## src/rtl/vector_plot_pkg.sv

```systemverilog
// Shared types for the beam plotter: engine states, FIFO endpoint record and
// the Z-to-colour expansion used at sample capture.
package vector_plot_pkg;

   localparam int COORD_W_DEFAULT = 10;

   typedef enum logic [1:0] {IDLE, LOAD, DRAW} state_e;

   typedef struct packed {
      logic [COORD_W_DEFAULT-1:0] x;
      logic [COORD_W_DEFAULT-1:0] y;
      logic [11:0]                color;
      logic                       on;
   } endpoint_t;

   // RGB arrives as {B,G,R}; the output word is {R4,G4,B4}.
   function automatic logic [11:0] expand_color(input logic [2:0] rgb, input logic [7:0] z);
      return {rgb[0] ? z[7:4] : 4'h0, rgb[1] ? z[7:4] : 4'h0, rgb[2] ? z[7:4] : 4'h0};
   endfunction

endpackage

```

## src/rtl/vector_beam_plotter_if.sv

```systemverilog
// Pixel write-request bus from the plotter to the frame-buffer writer.
interface vector_beam_plotter_if
   import vector_plot_pkg::*;
#(
   parameter int COORD_W = COORD_W_DEFAULT
) ();
   logic [COORD_W-1:0] PIX_X;
   logic [COORD_W-1:0] PIX_Y;
   logic [11:0]        PIX_COLOR;
   logic               PIX_VALID;
   logic               PIX_READY;

   modport master (output PIX_X, PIX_Y, PIX_COLOR, PIX_VALID, input PIX_READY);
   modport slave  (input PIX_X, PIX_Y, PIX_COLOR, PIX_VALID, output PIX_READY);
endinterface

```

## src/rtl/vec_sample_fifo.sv

```systemverilog
// Small synchronous FIFO for sampled beam endpoints; read data is shown
// combinationally from the head entry so a pop can capture it the same cycle.
module vec_sample_fifo
   import vector_plot_pkg::*;
#(
   parameter int  DEPTH = 4,
   parameter type T     = endpoint_t
) (
   input  logic clk,
   input  logic rst,
   input  logic push,
   input  logic pop,
   input  T     wdata,
   output T     rdata,
   output logic full,
   output logic empty
);
   localparam int AW = $clog2(DEPTH);

   T            mem_q [DEPTH];
   logic [AW:0] wr_q, wr_d, rd_q, rd_d;
   logic        push_ok, pop_ok;

   assign empty   = (wr_q == rd_q);
   assign full    = (wr_q[AW] != rd_q[AW]) && (wr_q[AW-1:0] == rd_q[AW-1:0]);
   assign pop_ok  = pop && !empty;
   // A pop in the same cycle frees the slot, so a push on full still lands.
   assign push_ok = push && (!full || pop_ok);
   assign rdata   = mem_q[rd_q[AW-1:0]];

   always_comb begin
      wr_d = wr_q + (AW+1)'(push_ok);
      rd_d = rd_q + (AW+1)'(pop_ok);
   end

   always_ff @(posedge clk or posedge rst) begin
      if (rst) begin
         wr_q <= '0;
         rd_q <= '0;
         for (int i = 0; i < DEPTH; i++) mem_q[i] <= '0;
      end else begin
         wr_q <= wr_d;
         rd_q <= rd_d;
         if (push_ok) mem_q[wr_q[AW-1:0]] <= wdata;
      end
   end

endmodule

```

## src/rtl/vector_beam_plotter.sv

```systemverilog
// Samples vector-generator beam endpoints and rasterises each lit segment
// into single-pixel frame-buffer requests using Bresenham stepping.
module vector_beam_plotter
   import vector_plot_pkg::*;
#(
   parameter int FIFO_DEPTH = 4,
   parameter int COORD_W    = COORD_W_DEFAULT
) (
   input  logic                  clk_96MHz,
   input  logic                  RESET,
   input  logic                  BEAM_ENA,
   input  logic [COORD_W-1:0]    X_VECTOR,
   input  logic [COORD_W-1:0]    Y_VECTOR,
   input  logic [7:0]            Z_VECTOR,
   input  logic [2:0]            RGB,
   input  logic                  BEAM_ON,
   vector_beam_plotter_if.master pix,
   output logic                  BUSY,
   output logic                  OVERFLOW
);
   localparam int EW = COORD_W + 2;

   typedef struct packed {
      logic [COORD_W-1:0] x;
      logic [COORD_W-1:0] y;
      logic [11:0]        color;
      logic               on;
   } ep_t;

   ep_t fifo_wdata, fifo_rdata;
   logic fifo_full, fifo_empty, pop;

   state_e                state_q, state_d;
   ep_t                   ent_q, ent_d;
   logic [COORD_W-1:0]    lx_q, lx_d, ly_q, ly_d, ex_q, ex_d, ey_q, ey_d;
   logic [COORD_W-1:0]    dx_q, dx_d, dy_q, dy_d;
   logic                  sxn_q, sxn_d, syn_q, syn_d, prev_on_q, prev_on_d;
   logic signed [EW-1:0]  err_q, err_d;
   logic [COORD_W-1:0]    pix_x_q, pix_x_d, pix_y_q, pix_y_d;
   logic [11:0]           pix_color_q, pix_color_d;
   logic                  pix_valid_q, pix_valid_d, overflow_q, overflow_d;

   assign fifo_wdata = '{x: X_VECTOR, y: Y_VECTOR, color: expand_color(RGB, Z_VECTOR), on: BEAM_ON};

   vec_sample_fifo #(.DEPTH(FIFO_DEPTH), .T(ep_t)) u_fifo (
      .clk   (clk_96MHz),
      .rst   (RESET),
      .push  (BEAM_ENA),
      .pop   (pop),
      .wdata (fifo_wdata),
      .rdata (fifo_rdata),
      .full  (fifo_full),
      .empty (fifo_empty)
   );

   // Segment setup values, valid while in LOAD.
   logic [COORD_W-1:0]   ld_dx, ld_dy;
   logic                 ld_sxn, ld_syn, ld_at_end;
   logic signed [EW-1:0] ld_err;

   assign ld_sxn    = ent_q.x < lx_q;
   assign ld_syn    = ent_q.y < ly_q;
   assign ld_dx     = ld_sxn ? lx_q - ent_q.x : ent_q.x - lx_q;
   assign ld_dy     = ld_syn ? ly_q - ent_q.y : ent_q.y - ly_q;
   assign ld_err    = $signed({2'b00, ld_dx}) - $signed({2'b00, ld_dy});
   assign ld_at_end = (ent_q.x == lx_q) && (ent_q.y == ly_q);

   // One Bresenham step. LOAD steps from the freshly computed setup so a
   // continuing segment shows its first new pixel on the first DRAW cycle.
   logic                 in_load, step_x, step_y;
   logic [COORD_W-1:0]   st_x, st_y, st_dx, st_dy, nx, ny;
   logic                 st_sxn, st_syn;
   logic signed [EW-1:0] st_err;
   logic signed [EW:0]   e2, pdx, ndy, nerr;

   always_comb begin
      in_load = (state_q == LOAD);
      st_x    = in_load ? lx_q   : pix_x_q;
      st_y    = in_load ? ly_q   : pix_y_q;
      st_dx   = in_load ? ld_dx  : dx_q;
      st_dy   = in_load ? ld_dy  : dy_q;
      st_sxn  = in_load ? ld_sxn : sxn_q;
      st_syn  = in_load ? ld_syn : syn_q;
      st_err  = in_load ? ld_err : err_q;
      e2      = {st_err, 1'b0};
      pdx     = $signed({3'b000, st_dx});
      ndy     = -$signed({3'b000, st_dy});
      step_x  = e2 > ndy;
      step_y  = e2 < pdx;
      nerr    = {st_err[EW-1], st_err} + (step_x ? ndy : '0) + (step_y ? pdx : '0);
      nx      = step_x ? (st_sxn ? st_x - COORD_W'(1) : st_x + COORD_W'(1)) : st_x;
      ny      = step_y ? (st_syn ? st_y - COORD_W'(1) : st_y + COORD_W'(1)) : st_y;
   end

   always_comb begin
      state_d     = state_q;
      ent_d       = ent_q;
      lx_d        = lx_q;
      ly_d        = ly_q;
      ex_d        = ex_q;
      ey_d        = ey_q;
      dx_d        = dx_q;
      dy_d        = dy_q;
      sxn_d       = sxn_q;
      syn_d       = syn_q;
      err_d       = err_q;
      prev_on_d   = prev_on_q;
      pix_x_d     = pix_x_q;
      pix_y_d     = pix_y_q;
      pix_color_d = pix_color_q;
      pix_valid_d = pix_valid_q;
      pop         = 1'b0;
      case (state_q)
         IDLE: begin
            if (!fifo_empty) begin
               pop     = 1'b1;
               ent_d   = fifo_rdata;
               state_d = LOAD;
            end
         end
         LOAD: begin
            if (!ent_q.on) begin
               lx_d      = ent_q.x;
               ly_d      = ent_q.y;
               prev_on_d = 1'b0;
               state_d   = IDLE;
            end else begin
               dx_d        = ld_dx;
               dy_d        = ld_dy;
               sxn_d       = ld_sxn;
               syn_d       = ld_syn;
               err_d       = ld_err;
               ex_d        = ent_q.x;
               ey_d        = ent_q.y;
               pix_color_d = ent_q.color;
               if (!prev_on_q) begin
                  pix_x_d     = lx_q;
                  pix_y_d     = ly_q;
                  pix_valid_d = 1'b1;
                  state_d     = DRAW;
               end else if (ld_at_end) begin
                  state_d = IDLE;
               end else begin
                  pix_x_d     = nx;
                  pix_y_d     = ny;
                  err_d       = nerr[EW-1:0];
                  pix_valid_d = 1'b1;
                  state_d     = DRAW;
               end
            end
         end
         DRAW: begin
            if (pix.PIX_READY) begin
               if (pix_x_q == ex_q && pix_y_q == ey_q) begin
                  pix_valid_d = 1'b0;
                  lx_d        = ex_q;
                  ly_d        = ey_q;
                  prev_on_d   = 1'b1;
                  state_d     = IDLE;
               end else begin
                  pix_x_d = nx;
                  pix_y_d = ny;
                  err_d   = nerr[EW-1:0];
               end
            end
         end
         default: state_d = IDLE;
      endcase
   end

   // A full FIFO can only be drained by an IDLE pop; otherwise the sample is lost.
   assign overflow_d = overflow_q || (BEAM_ENA && fifo_full && !pop);

   always_ff @(posedge clk_96MHz or posedge RESET) begin
      if (RESET) begin
         state_q     <= IDLE;
         ent_q       <= '0;
         lx_q        <= '0;
         ly_q        <= '0;
         ex_q        <= '0;
         ey_q        <= '0;
         dx_q        <= '0;
         dy_q        <= '0;
         sxn_q       <= 1'b0;
         syn_q       <= 1'b0;
         err_q       <= '0;
         prev_on_q   <= 1'b0;
         pix_x_q     <= '0;
         pix_y_q     <= '0;
         pix_color_q <= '0;
         pix_valid_q <= 1'b0;
         overflow_q  <= 1'b0;
      end else begin
         state_q     <= state_d;
         ent_q       <= ent_d;
         lx_q        <= lx_d;
         ly_q        <= ly_d;
         ex_q        <= ex_d;
         ey_q        <= ey_d;
         dx_q        <= dx_d;
         dy_q        <= dy_d;
         sxn_q       <= sxn_d;
         syn_q       <= syn_d;
         err_q       <= err_d;
         prev_on_q   <= prev_on_d;
         pix_x_q     <= pix_x_d;
         pix_y_q     <= pix_y_d;
         pix_color_q <= pix_color_d;
         pix_valid_q <= pix_valid_d;
         overflow_q  <= overflow_d;
      end
   end

   assign pix.PIX_X     = pix_x_q;
   assign pix.PIX_Y     = pix_y_q;
   assign pix.PIX_COLOR = pix_color_q;
   assign pix.PIX_VALID = pix_valid_q;
   assign BUSY          = !fifo_empty || (state_q != IDLE);
   assign OVERFLOW      = overflow_q;

endmodule

```

## src/flat_wrapper.sv

```systemverilog
// flat-port wrapper written by rule: the top's interface ports become plain ports
module vector_beam_plotter_flat import vector_plot_pkg::*;
#(
   parameter int FIFO_DEPTH = 4,
   parameter int COORD_W    = COORD_W_DEFAULT
)
  (clk_96MHz, RESET, BEAM_ENA, X_VECTOR, Y_VECTOR, Z_VECTOR, RGB, BEAM_ON, BUSY, OVERFLOW, pix_PIX_X, pix_PIX_Y, pix_PIX_COLOR, pix_PIX_VALID, pix_PIX_READY);
  vector_beam_plotter_if #(.COORD_W(COORD_W)) pix_i ();
  input  logic clk_96MHz;
  input  logic RESET;
  input  logic BEAM_ENA;
  input  logic [COORD_W-1:0] X_VECTOR;
  input  logic [COORD_W-1:0] Y_VECTOR;
  input  logic [7:0] Z_VECTOR;
  input  logic [2:0] RGB;
  input  logic BEAM_ON;
  output logic BUSY;
  output logic OVERFLOW;
  output wire logic [$bits(pix_i.PIX_X)-1:0] pix_PIX_X;
  output wire logic [$bits(pix_i.PIX_Y)-1:0] pix_PIX_Y;
  output wire logic [$bits(pix_i.PIX_COLOR)-1:0] pix_PIX_COLOR;
  output wire logic [$bits(pix_i.PIX_VALID)-1:0] pix_PIX_VALID;
  input wire logic [$bits(pix_i.PIX_READY)-1:0] pix_PIX_READY;
  assign pix_PIX_X = pix_i.PIX_X;
  assign pix_PIX_Y = pix_i.PIX_Y;
  assign pix_PIX_COLOR = pix_i.PIX_COLOR;
  assign pix_PIX_VALID = pix_i.PIX_VALID;
  assign pix_i.PIX_READY = pix_PIX_READY;
  vector_beam_plotter #(.FIFO_DEPTH(FIFO_DEPTH), .COORD_W(COORD_W)) u_core (.clk_96MHz(clk_96MHz), .RESET(RESET), .BEAM_ENA(BEAM_ENA), .X_VECTOR(X_VECTOR), .Y_VECTOR(Y_VECTOR), .Z_VECTOR(Z_VECTOR), .RGB(RGB), .BEAM_ON(BEAM_ON), .pix(pix_i), .BUSY(BUSY), .OVERFLOW(OVERFLOW));
endmodule
```

## config.mk

```make
export PLATFORM = sky130hd
export DESIGN_NAME = vector_beam_plotter_flat
export DESIGN_NICKNAME = d
export VERILOG_FILES = /design/src/rtl/vector_plot_pkg.sv /design/src/rtl/vector_beam_plotter_if.sv /design/src/rtl/vec_sample_fifo.sv /design/src/rtl/vector_beam_plotter.sv /design/src/flat_wrapper.sv
export SDC_FILE = /design/constraint.sdc
export NUM_CORES = 1
export LEC_CHECK = 0
export ABC_AREA = 0
export BUFFER_PORTS_ARGS = -buffer_cell sky130_fd_sc_hd__buf_4
export CORE_ASPECT_RATIO = 1.4
export CORE_MARGIN = 2
export CORE_UTILIZATION = 25
export DETAILED_ROUTE_END_ITERATION = 8
export PLACE_DENSITY = 0.48
export SYNTH_ARGS = -nofsm -noshare
export SYNTH_HDL_FRONTEND = slang
export SYNTH_SLANG_ARGS = --single-unit
```

## constraint.sdc

```tcl
create_clock -name clk_96MHz -period 10.95 [get_ports clk_96MHz]
set_input_delay 0.5475 -clock clk_96MHz [delete_from_list [all_inputs] [get_ports clk_96MHz]]
set_output_delay 0.5475 -clock clk_96MHz [all_outputs]
set_load 0.01 [all_outputs]
```

After elaboration in Yosys (flattened, before gate mapping)
Cells that the tools add are included.
{"block": "classes", "n_reduce_logical": 24, "bitwise_logic": 3, "muxes": 69, "n_eq_ne": 16, "n_lt_le_gt_ge": 7, "addsub": 14}
{"op": "2-to-1 mux 10 bit", "count": 27}
{"op": "bitwise mux 132 bit", "count": 1}
{"op": "2-to-1 mux 33 bit", "count": 3}
{"op": "2-to-1 mux 12 bit", "count": 7}
{"op": "case mux 10 bit (2 select lines)", "count": 4}
{"op": "binary-select mux 33 bit (select 2 bit)", "count": 1}
{"op": "demux 33 bit (select 2 bit)", "count": 1}
{"op": "== test 10 bit", "count": 4}
{"op": "subtractor 10 bit", "count": 4}
{"op": "adder 12 bit", "count": 2}
{"op": "case mux 12 bit (2 select lines)", "count": 1}
{"op": "adder 10 x 1 -> 10 bit, second input constant", "count": 2}
{"op": "less-than comparator 10 bit", "count": 2}
{"op": "subtractor 10 x 1 -> 10 bit, second input constant", "count": 2}
{"op": "greater-than comparator 13 bit", "count": 1}
{"op": "less-than comparator 13 x 11 -> 1 bit", "count": 1}
{"op": "negator 10 -> 13 bit", "count": 1}
{"op": "2-to-1 mux 1 bit", "count": 12}
{"op": "2-to-1 mux 2 bit", "count": 6}
{"op": "2-to-1 mux 4 bit", "count": 3}
{"op": "subtractor 10 x 10 -> 11 bit", "count": 1}
{"op": "AND reduction 5 bit", "count": 2}
{"op": "logical AND 1 bit", "count": 8}
{"op": "!= test 2 bit, second input constant", "count": 4}
{"op": "21 further kinds", "count": 33}
{"block": "word_totals", "inputBits": 36, "out_inout_bits": 35, "register_bits": 282, "elab_cells": 171}

Logic depth before layout (Yosys ltp)
Gate-level depths: netlist (run 1).
{"block": "depth", "depth_word": 12, "depth_mapped": 43, "depth_no_buf": 42}

By module
Synthesis (run 1) repeated with hierarchy kept, for this count alone.
{"block": "hier_totals", "cells_unflattened": 1677, "hier_area_um2": 18372.6}
{"module": "vector_beam_plotter", "seq_area_each_um2": 3603.5, "area_each_um2": 11803.8, "cells_per_inst": 1329, "instances": 1}
{"module": "vec_sample_fifo", "seq_area_each_um2": 3453.3, "area_each_um2": 6568.8, "cells_per_inst": 348, "instances": 1}

Worst setup path before layout (run 1)
OpenSTA, ideal clock, no wires.
{"block": "synth_timing", "path_kind": "register to register", "start": "reg u_core.ent_q[23] (netlist name)", "end": "reg u_core.err_q[11]", "t_arrival_ps": 8924, "path_slack_ps": 1945, "setup_time_ps": 80, "stages_incl_launch_ff": 43, "required_time_ps": 10870, "path_cell_list": "dfrtp_1 > inv_1 > ha_1 > inv_1 > fa_1 > a21o_1 > and4_1 > nor3_4 > clkbuf_1 > nand2_1 > a31o_2 > xnor2_1 > inv_1 > ha_1 > a21o_1 > a21o_1 > a21oi_1 > o21ai_0 > [7 not listed] > nor3_1 > nand2_1 > fa_1 > inv_1 > ha_1 > inv_1 > fa_1 > nor2b_1 > o21ai_0 > a21oi_1 > o21ai_0 > a21oi_1 > nor2_1 > o311ai_1 > or3b_2 > mux2i_1 > o21ai_1 > o211ai_2"}
{"block": "synth_via", "elab_chain_cells": 12, "word_cells_on_any_way": 21, "cone_classes": "add/sub (5); order compare (3); eq/ne (1); mux (11); reduce/logical (1)"}
{"element": "start, declared", "line": "vector_beam_plotter.sv:34", "rtl": "ep_t ent_q, ent_d;"}
{"element": "start signal, assigned", "line": "vector_beam_plotter.sv:195", "rtl": "ent_q <= ent_d;"}
{"element": "subtractor 10 bit or less-than comparator 10 bit (tied branches)", "line": "vector_beam_plotter.sv:63, vector_beam_plotter.sv:61"}
{"element": "2-to-1 mux 10 bit *", "line": "vector_beam_plotter.sv:63", "rtl": "assign ld_dx = ld_sxn ? lx_q - ent_q.x : ent_q.x - lx_q;"}
{"element": "via u_core.ld_dx[6]", "line": "vector_beam_plotter.sv:57", "rtl": "logic [COORD_W-1:0] ld_dx, ld_dy;"}
{"element": "subtractor 10 x 10 -> 11 bit", "line": "vector_beam_plotter.sv:65", "rtl": "assign ld_err = $signed({2'b00, ld_dx}) - $signed({2'b00, ld_dy});"}
{"element": "2-to-1 mux 12 bit", "line": "vector_beam_plotter.sv:84", "rtl": "st_err = in_load ? ld_err : err_q;"}
{"element": "greater-than comparator 13 bit", "line": "vector_beam_plotter.sv:88", "rtl": "step_x = e2 > ndy;"}
{"element": "2-to-1 mux 12 bit", "line": "vector_beam_plotter.sv:90", "rtl": "nerr = {st_err[EW-1], st_err} + (step_x ? ndy : '0) + (step_y ? pdx : '0);"}
{"element": "adder 12 bit (2 in series)", "line": "vector_beam_plotter.sv:90"}
{"element": "2-to-1 mux 12 bit", "line": "vector_beam_plotter.sv:141", "rtl": "end else if (ld_at_end) begin"}
{"element": "2-to-1 mux 12 bit", "line": "vector_beam_plotter.sv:136", "rtl": "if (!prev_on_q) begin"}
{"element": "2-to-1 mux 12 bit", "line": "vector_beam_plotter.sv:122", "rtl": "if (!ent_q.on) begin"}
{"element": "case mux 12 bit (2 select lines) *", "line": "vector_beam_plotter.sv:113", "rtl": "case (state_q)"}
{"element": "end signal, assigned", "line": "vector_beam_plotter.sv:204", "rtl": "err_q <= err_d;"}
{"element": "end, declared", "line": "vector_beam_plotter.sv:38", "rtl": "logic signed [EW-1:0] err_q, err_d;"}
The timed path passes the listed nets; every way through them passes the cells marked *. The select of a mux whose other input is x is not followed.
A chain may end at the register's enable or synchronous reset.

Final worst setup path (run 1)
Same ends and word-level chain as after synthesis.

==> results, run 1 <==
- The number of iterations in the first detailed-routing pass is 5.
- The count of nets left with antenna violations once routing finished came out at 0.
- The average cell area after synthesis is 10.06 sq um.
- The sequential cells in the finished layout cover a total of 7058 sq um.
- The number of levels the H-tree was split into is 1.
- STA classifies the critical path endpoint as a flop.
- For the worst setup path, the data required time is 11.47 ns.
- The number of enable-type register cells in the synthesized netlist is 0.
- The final global-route overflow total is 0.
- The setup TNS is 0 ns.
- Fill cells in the final layout number 7,172.
- The starting density of the core is 25.27%.
- The count of buffers added by post-CTS timing repair for setup is 0.
- The pin count of the biggest net entering global routing is 182.
- The number of buffer cells added on primary ports is 66.
- The first global-routing pass estimated 76,760 microns of wire.
- In this run, post-CTS repair resized a total of 0 instances.
- For this run, the leading register cell type out of synthesis is sky130_fd_sc_hd__dfrtp_1.
- The signed area change from the synthesized netlist to the final layout is 14.72%.
- The routed layout has 12,730 vias.
- The floorplan has 114 rows.
- The max-slew violation total from the final report came to 0.
- The cell at the slowest stage of the critical path is sky130_fd_sc_hd__o311ai_1.
- The combined global-route utilization of all metal layers is 13.69%.
- The register bit total from synthesis is 282.
- For this block, the initial DRC count from the detailed router was 590.
- Once detailed placement completed, the half-perimeter wirelength came to 35,050 microns.
- The number of cell instances on the worst register-to-register path is 39.
- The count of max-cap constraint violations is 0.
- The placed instance count is 2,667.
- The number of global-route vias before repair was 13,260.
- The count of placed standard cells in the final layout, fillers left out is 2,721.
- The TritonCTS buffer count is 31.
- The longest clock path from root to sink contains 3 buffers.
- The sequential fraction of the synthesis area is 40.37%.
- During synthesis, Yosys emitted a total of 0 warnings.
- Synthesis handed over a netlist of 1,737 instances.
- 71 I/O pins were placed.
- The number of buffers and inverters on the critical path is 4.
- For this run, design rule violations remaining after detail routing come to 0.
- The slew of the pin with the lowest slew margin is 1.059 ns.
- The hold violation count in the final report is 0.
- Setup repair after global routing left no endpoint under its margin.
- Data arrives at the worst endpoint at 10.63 ns.
- After layout, the worst path uses 92.38% of the clock period.
- The width of the chip is 227.5 microns.
- The worst min-delay path class is in -> async.
- In this run the clock root is driven by a sky130_fd_sc_hd__clkbuf_16.
- Hold repair after CTS inserted 0 buffers.
- The largest driver fanout on the critical path is 8.
- The die area is 72,080 sq um.
- STA classifies the critical path startpoint as a flop.
- The endpoint of the worst-slack reg-to-reg timing path is u_core.err_q[11]$_DFFE_PP0P_.
- Across all setup checks in the final design, the least slack found is 0.8340 ns.
- The library cell used most frequently in the layout, excluding fill and tap cells, is sky130_fd_sc_hd__dfrtp_1.
- The fraction of final layout cells with drive strength greater than 1 is 19.75%.
- The share of flip-flops with an asynchronous set or reset is 100.0%.
- The cell area after synthesis is 17,480 sq um.
- The congestion estimate from routability-driven global placement came to 0.8238.
- When the netlist entered floorplanning its net count stood at 1,894.
- The flow ran to the end, and the final reports show no timing, DRC or antenna violations.
- The multi-input combinational cells in the finished layout cover a total of 9692 sq um.
- After detailed routing, the number of vias per cell comes to 4.679.
- The post-route minimum period is 10.12 ns.
- The clock tree from TritonCTS is built.
- The number of nets at the end of the flow is 1,929.
- Setup slack on the worst reg-to-reg path comes out at 0.83 ns.
- Setup violations remaining at the end of the flow were counted as 0.
- Across the routed clock network, the largest skew measured is 0.01950 ns.
- After clock tree synthesis, the clock-pin slew on the worst setup and hold paths is 0.07 ns.
- The number of distinct standard cells referenced by the synthesized netlist is 77.
- By startpoint and endpoint, the worst setup path is classified as reg -> reg.
- The number of antenna violations at the first check in global routing is 1.
- The post-detailed-route wirelength per cell is 17.84 microns.
- The maximum clock rate is 98.85 MHz.
- The routed design has 48,540 microns of wire.
- The largest single stage delay on the critical path is 0.77 ns.
- Hold is met by 0.05610 ns.
- For the worst-skew pair, the clock arrives at the later sink with an insertion delay of 0.60 ns.
- The library cells used most frequently in the layout, excluding fill and tap cells, are sky130_fd_sc_hd__dfrtp_1, sky130_fd_sc_hd__nand2_1, sky130_fd_sc_hd__mux2_2.
- The die span in y is 316.9 microns.
- Headroom to the max-slew limit came out at 29.40%.
- Timing analysis after detailed placement gives a worst setup slack of 0.8857 ns.
- The core region area is 69,180 sq um.
- The cell type group with the largest total delay on the critical path is compound AO/OA/AOI/OAI gates.
- The origin of the critical flop-to-flop path is u_core.ent_q[23]$_DFFE_PP0P_.
- The clock net in this run drives a total of 282 sinks.
==> metal layers <==
layer	part of all wire (%)	GRT usage [%]
met1	40	15.58
met2	52	25.49
met3	3.7	2.199
met4	3.6	5.080
met5	0	0
==> registers in the layout, indices dropped and copies added, names as in the netlist, 2 cells and up <==
name,cells
u_core.pix.PIX_COLOR,12
u_core.state_q,2
u_core.u_fifo.mem_q,132
u_core.dy_q,10
u_core.ey_q,10
u_core.ex_q,10
u_core.pix.PIX_X,10
u_core.ly_q,10
u_core.err_q,12
u_core.u_fifo.wr_q,3
u_core.dx_q,10
u_core.u_fifo.rd_q,3
u_core.pix.PIX_Y,10
u_core.ent_q,33
u_core.lx_q,10
==> how the worst max path moves through the flow <==
stage / start / end / cells after the start
global route: u_core.ent_q[23]$_DFFE_PP0P_ / u_core.err_q[11]$_DFFE_PP0P_ / 41
CTS: u_core.ent_q[23]$_DFFE_PP0P_ / u_core.err_q[11]$_DFFE_PP0P_ / 39
global placement: u_core.ent_q[23]$_DFFE_PP0P_ / u_core.err_q[11]$_DFFE_PP0P_ / 39
detailed placement: u_core.ent_q[23]$_DFFE_PP0P_ / u_core.err_q[11]$_DFFE_PP0P_ / 39
floorplan: u_core.ent_q[23]$_DFFE_PP0P_ / u_core.err_q[11]$_DFFE_PP0P_ / 42
finish: u_core.ent_q[23]$_DFFE_PP0P_ / u_core.err_q[11]$_DFFE_PP0P_ / 39
==> synthesized netlist by cell type (all sizes together), types with 3 or more instances <==
master	count	area [sq um]
xor2	27	236.5
mux2	150	1693
o21bai	13	97.59
a21o	29	217.7
or2	8	50.05
o21ai	144	724.4
a31o	3	26.28
a21oi	100	515.5
nand2b	14	87.58
or3	8	50.05
nor3	26	141.4
a221oi	4	41.29
ha	104	1301
o221ai	7	78.83
nor2	77	289.0
clkbuf	66	247.7
o311a	3	30.03
nand3b	6	45.04
nor4	6	37.54
inv	111	416.7
o211ai	13	102.6
dfrtp	282	7057
buf	20	103.9
nor2b	26	162.7
o211a	3	30.03
mux4	33	743.2
o21a	11	82.58
fa	17	340.3
a22o	3	26.28
nand4	11	68.82
xnor2	45	401.6
a31oi	9	56.30
a211oi	14	105.1
and2	6	37.54
nand2	227	852.1
and3	9	61.31
nand3	19	95.09
mux2i	49	490.5
==> worst reg2reg max path, delay by kind of cell, from the launching register on <==
family	cells	cell delay [ns]
flops	1	0.43
fa+ha+maj	7	2.28
compound gates	18	4.50
xor+xnor	2	0.35
simple gates	5	1.34
mux	3	0.85
buf+inv	4	0.30
==> per-stage QoR <==
stage                     area [sq um]  utilization (%)
after floorplan                  17480                -
after detailed placement         19010            27.48
after CTS                        20050            28.99
after global routing             20050            28.99
final                            20050            28.99
after global placement           19010            27.48
==> cell families after synthesis <==
| family | Yosys count | share of synthesized area (%) |
|---|---|---|
| AOI/OAI and AO/OA | 381 | 13.66 |
| xor gates and xnor gates | 72 | 3.650 |
| adders and majority gates | 122 | 9.448 |
| buffers and inverters | 197 | 4.395 |
| DFF | 282 | 40.37 |
| muxes | 232 | 16.74 |
| and+or+nand+nor | 451 | 11.73 |
==> area by class of cell <==
type	instances	area share (%)
clock inverter	16	1.073
clock buffer	37	4.130
multi-input combinational	1258	48.33
timing repair buffer	88	3.357
sequential	282	35.19
inverter	111	2.115
antenna	1	0.01248
tap	928	5.790
Power of run 1 is not shown: default switching activity piles up to over one toggle a cycle in this logic, so the estimate is an artifact.
==> run 2: changes to the inputs <==
--- a/config.mk
+++ b/config.mk
@@ -8,10 +8,10 @@
 export ABC_AREA = 0
 export BUFFER_PORTS_ARGS = -buffer_cell sky130_fd_sc_hd__buf_4
 export CORE_ASPECT_RATIO = 1.4
-export CORE_MARGIN = 2
-export CORE_UTILIZATION = 25
+export CORE_MARGIN = 10
+export CORE_UTILIZATION = 50
 export DETAILED_ROUTE_END_ITERATION = 8
-export PLACE_DENSITY = 0.48
+export PLACE_DENSITY = 0.76
 export SYNTH_ARGS = -nofsm -noshare
 export SYNTH_HDL_FRONTEND = slang
 export SYNTH_SLANG_ARGS = --single-unit
==> results, run 2 (synthesis results as in run 1) <==
- The run finished with clean final reports.
- The count of max-cap constraint violations is 0.
- The startpoint kind of the worst setup timing path is a flop.
- The first-pass GRT wire length is 70,140 microns.
- The top cell types in the final layout, fill and taps aside, are sky130_fd_sc_hd__dfrtp_1, sky130_fd_sc_hd__nand2_1, sky130_fd_sc_hd__mux2_2.
- The register with the most flip-flops in the final layout is u_core.u_fifo.mem_q.
- The number of gates resized after CTS was 0.
- The largest registers in the layout are u_core.u_fifo.mem_q (132), u_core.ent_q (33).
- The later pin in the worst-skew pair is clocked with a latency of 0.57 ns.
- The max-slew violation total from the final report was 0.
- The cell repeated most along the worst path is sky130_fd_sc_hd__ha_1.
- In this run the standard cell core region covers 34,760 sq um.
- The routed wire length is 43,330 microns.
- The endpoint arrival time on the critical path is 10.59 ns.
- The maximum clock rate is 98.96 MHz.
- The largest driver fanout on the critical path is 23.
- The width of the chip is 178.0 microns.
- After clock tree synthesis, the setup repair step added 0 buffers.
- The flip-flop count of the largest register, all copies and words added is 132.
- The hold violation count in the final report was 0.
- The total I/O pin count is 71.
- The first routing iteration left 732 violations.
- Summed over all layers, the global routing overflow is 0.
- The floorplan step defined a die boundary enclosing 42,950 sq um.
- Before antenna repair, the detailed router went through 5 iterations.
- The number of antenna-violating nets in the routed design is 0.
- The most common cell after layout, fill and taps aside is sky130_fd_sc_hd__dfrtp_1.
- In the routed design, unresolved DRC markers number 0.
- The number of levels the H-tree was split into is 1.
- The antenna diode count is 0.
- The final HPWL from detailed placement is 31,180 microns.
- The tightest min-delay check is of the in -> async type.
- At the worst endpoint, the required time is 11.44 ns.
- Among all stages on the critical path, the largest delay is contributed by sky130_fd_sc_hd__o311ai_1.
- The die is 241.2 microns tall.
- Setup violations remaining at the end of the flow were counted as 0.
- The master cell of the clock root buffer is sky130_fd_sc_hd__clkbuf_16.
- The number of antenna violations at the first check in global routing came to 0.
- The post-route minimum period is 10.10 ns.
- The quantity of hold-fixing buffers added after cts is 0.
- The combined global-route utilization of all metal layers is 20.13%.
- Counting along the longest clock path gives a buffer depth of 3.
- The signed area change from the synthesized netlist to the final layout is 10.74%.
- After routing, the total negative slack on setup checks comes to 0 ns.
- The worst stage delay on the critical path is 0.75 ns.
- The critical path is of the reg -> reg type.
- The pin count of the biggest net entering global routing is 122.
- The TritonCTS buffer count is 28.
- The routed layout has 12,910 vias.
- The element type at the critical path end is a flop.
- Setup repair after global routing left no endpoint under its margin.
- The starting density of the core is 50.29%.
- The fill cell total of the finished layout is 2,967.
- For the final database, setup skew stands at 0.02924 ns.
- The fraction of final layout cells with drive strength greater than 1 is 19.52%.
- Using the TritonRoute via totals, the vias-per-cell ratio works out to 5.751.
- The clock sink count is 282.
- The clock-pin slew reported for the worst setup and hold paths after clock tree synthesis is 0.07 ns.
- The floorplan row count is 81.
- The share of the clock period used by the worst path is 92.28%.
- The weighted congestion reported at the end of routability-driven placement is 0.9534.
- Dividing the detail-routed wire length by the instance count gives 19.31 microns.
- Measured against its own limit, the worst slew margin works out to 32.68%.
- The number of nets at the end of the flow is 1,925.
- TritonCTS built the clock tree.
- The slew of the pin with the lowest slew margin is 1.010 ns.
- The number of global-route vias before repair was 13,490.
- The number of buffer cells added on primary ports is 66.
[run 2: area by class of cell]
| cell class | instances | area [sq um] | area share [%] |
|---|---|---|---|
| Sequential cell | 282 | 7058 | 36.46 |
| Clock buffer | 36 | 802.0 | 4.143 |
| Timing Repair Buffer | 87 | 653.1 | 3.374 |
| Multi-Input combinational cell | 1258 | 9681 | 50.01 |
| Inverter | 111 | 424.2 | 2.191 |
| Tap cell | 456 | 570.5 | 2.947 |
| Clock inverter | 14 | 168.9 | 0.8726 |
[run 2: routing by layer]
metal  wire length (microns)  vias up  global-route usage (%)
met4                    1403        0                   7.139
met1                   17040     6418                   22.96
li1                        -     6166                       -
met5                       0        -                       0
met3                    1760       73                   2.854
met2                   23130      249                   37.32
[run 2: worst max-delay path: cells and delay by family, from the launching register on]
family / cells / cell delay (ns)
buf+inv: 5 / 0.82
fa+ha+maj: 7 / 2.06
xor+xnor: 2 / 0.41
flops: 1 / 0.42
compound gates: 18 / 4.31
simple gates: 5 / 1.33
mux: 3 / 0.68
[run 2: path summary, 6_finish.rpt]
kind,startpoint,endpoint,slack [ns],depth (start not counted)
worst max-delay path,u_core.ent_q[23]$_DFFE_PP0P_,u_core.err_q[11]$_DFFE_PP0P_,0.85,40
worst min-delay path,RESET,u_core.pix.PIX_X[7]$_DFFE_PP0P_,0.16,2
worst max register to register,u_core.ent_q[23]$_DFFE_PP0P_,u_core.err_q[11]$_DFFE_PP0P_,0.85,40
worst min register to register,u_core.u_fifo.mem_q[83]$_DFFE_PP0P_,u_core.u_fifo.mem_q[83]$_DFFE_PP0P_,0.47,2
max in group asynchronous,RESET,u_core.u_fifo.mem_q[68]$_DFFE_PP0P_,8.28,4
min in group clk_96MHz,X_VECTOR[0],u_core.u_fifo.mem_q[89]$_DFFE_PP0P_,0.19,3
[run 2: per-stage QoR]
stage,cell area (sq um),worst slack [ns],hold WS [ns],util [%],cells
2_1_floorplan,17480,1.945,0.4409,-,1737
3_3_place_gp,18390,1.067,0.4470,52.89,2194
3_5_place_dp,18390,0.9714,0.4631,52.89,2194
5_1_grt,19360,0.1279,0.1957,55.69,2244
4_1_cts,19360,0.9575,0.1766,55.69,2244
6_report,19360,0.8451,0.1650,55.69,2244
Power of run 2 is left out for the same reason.
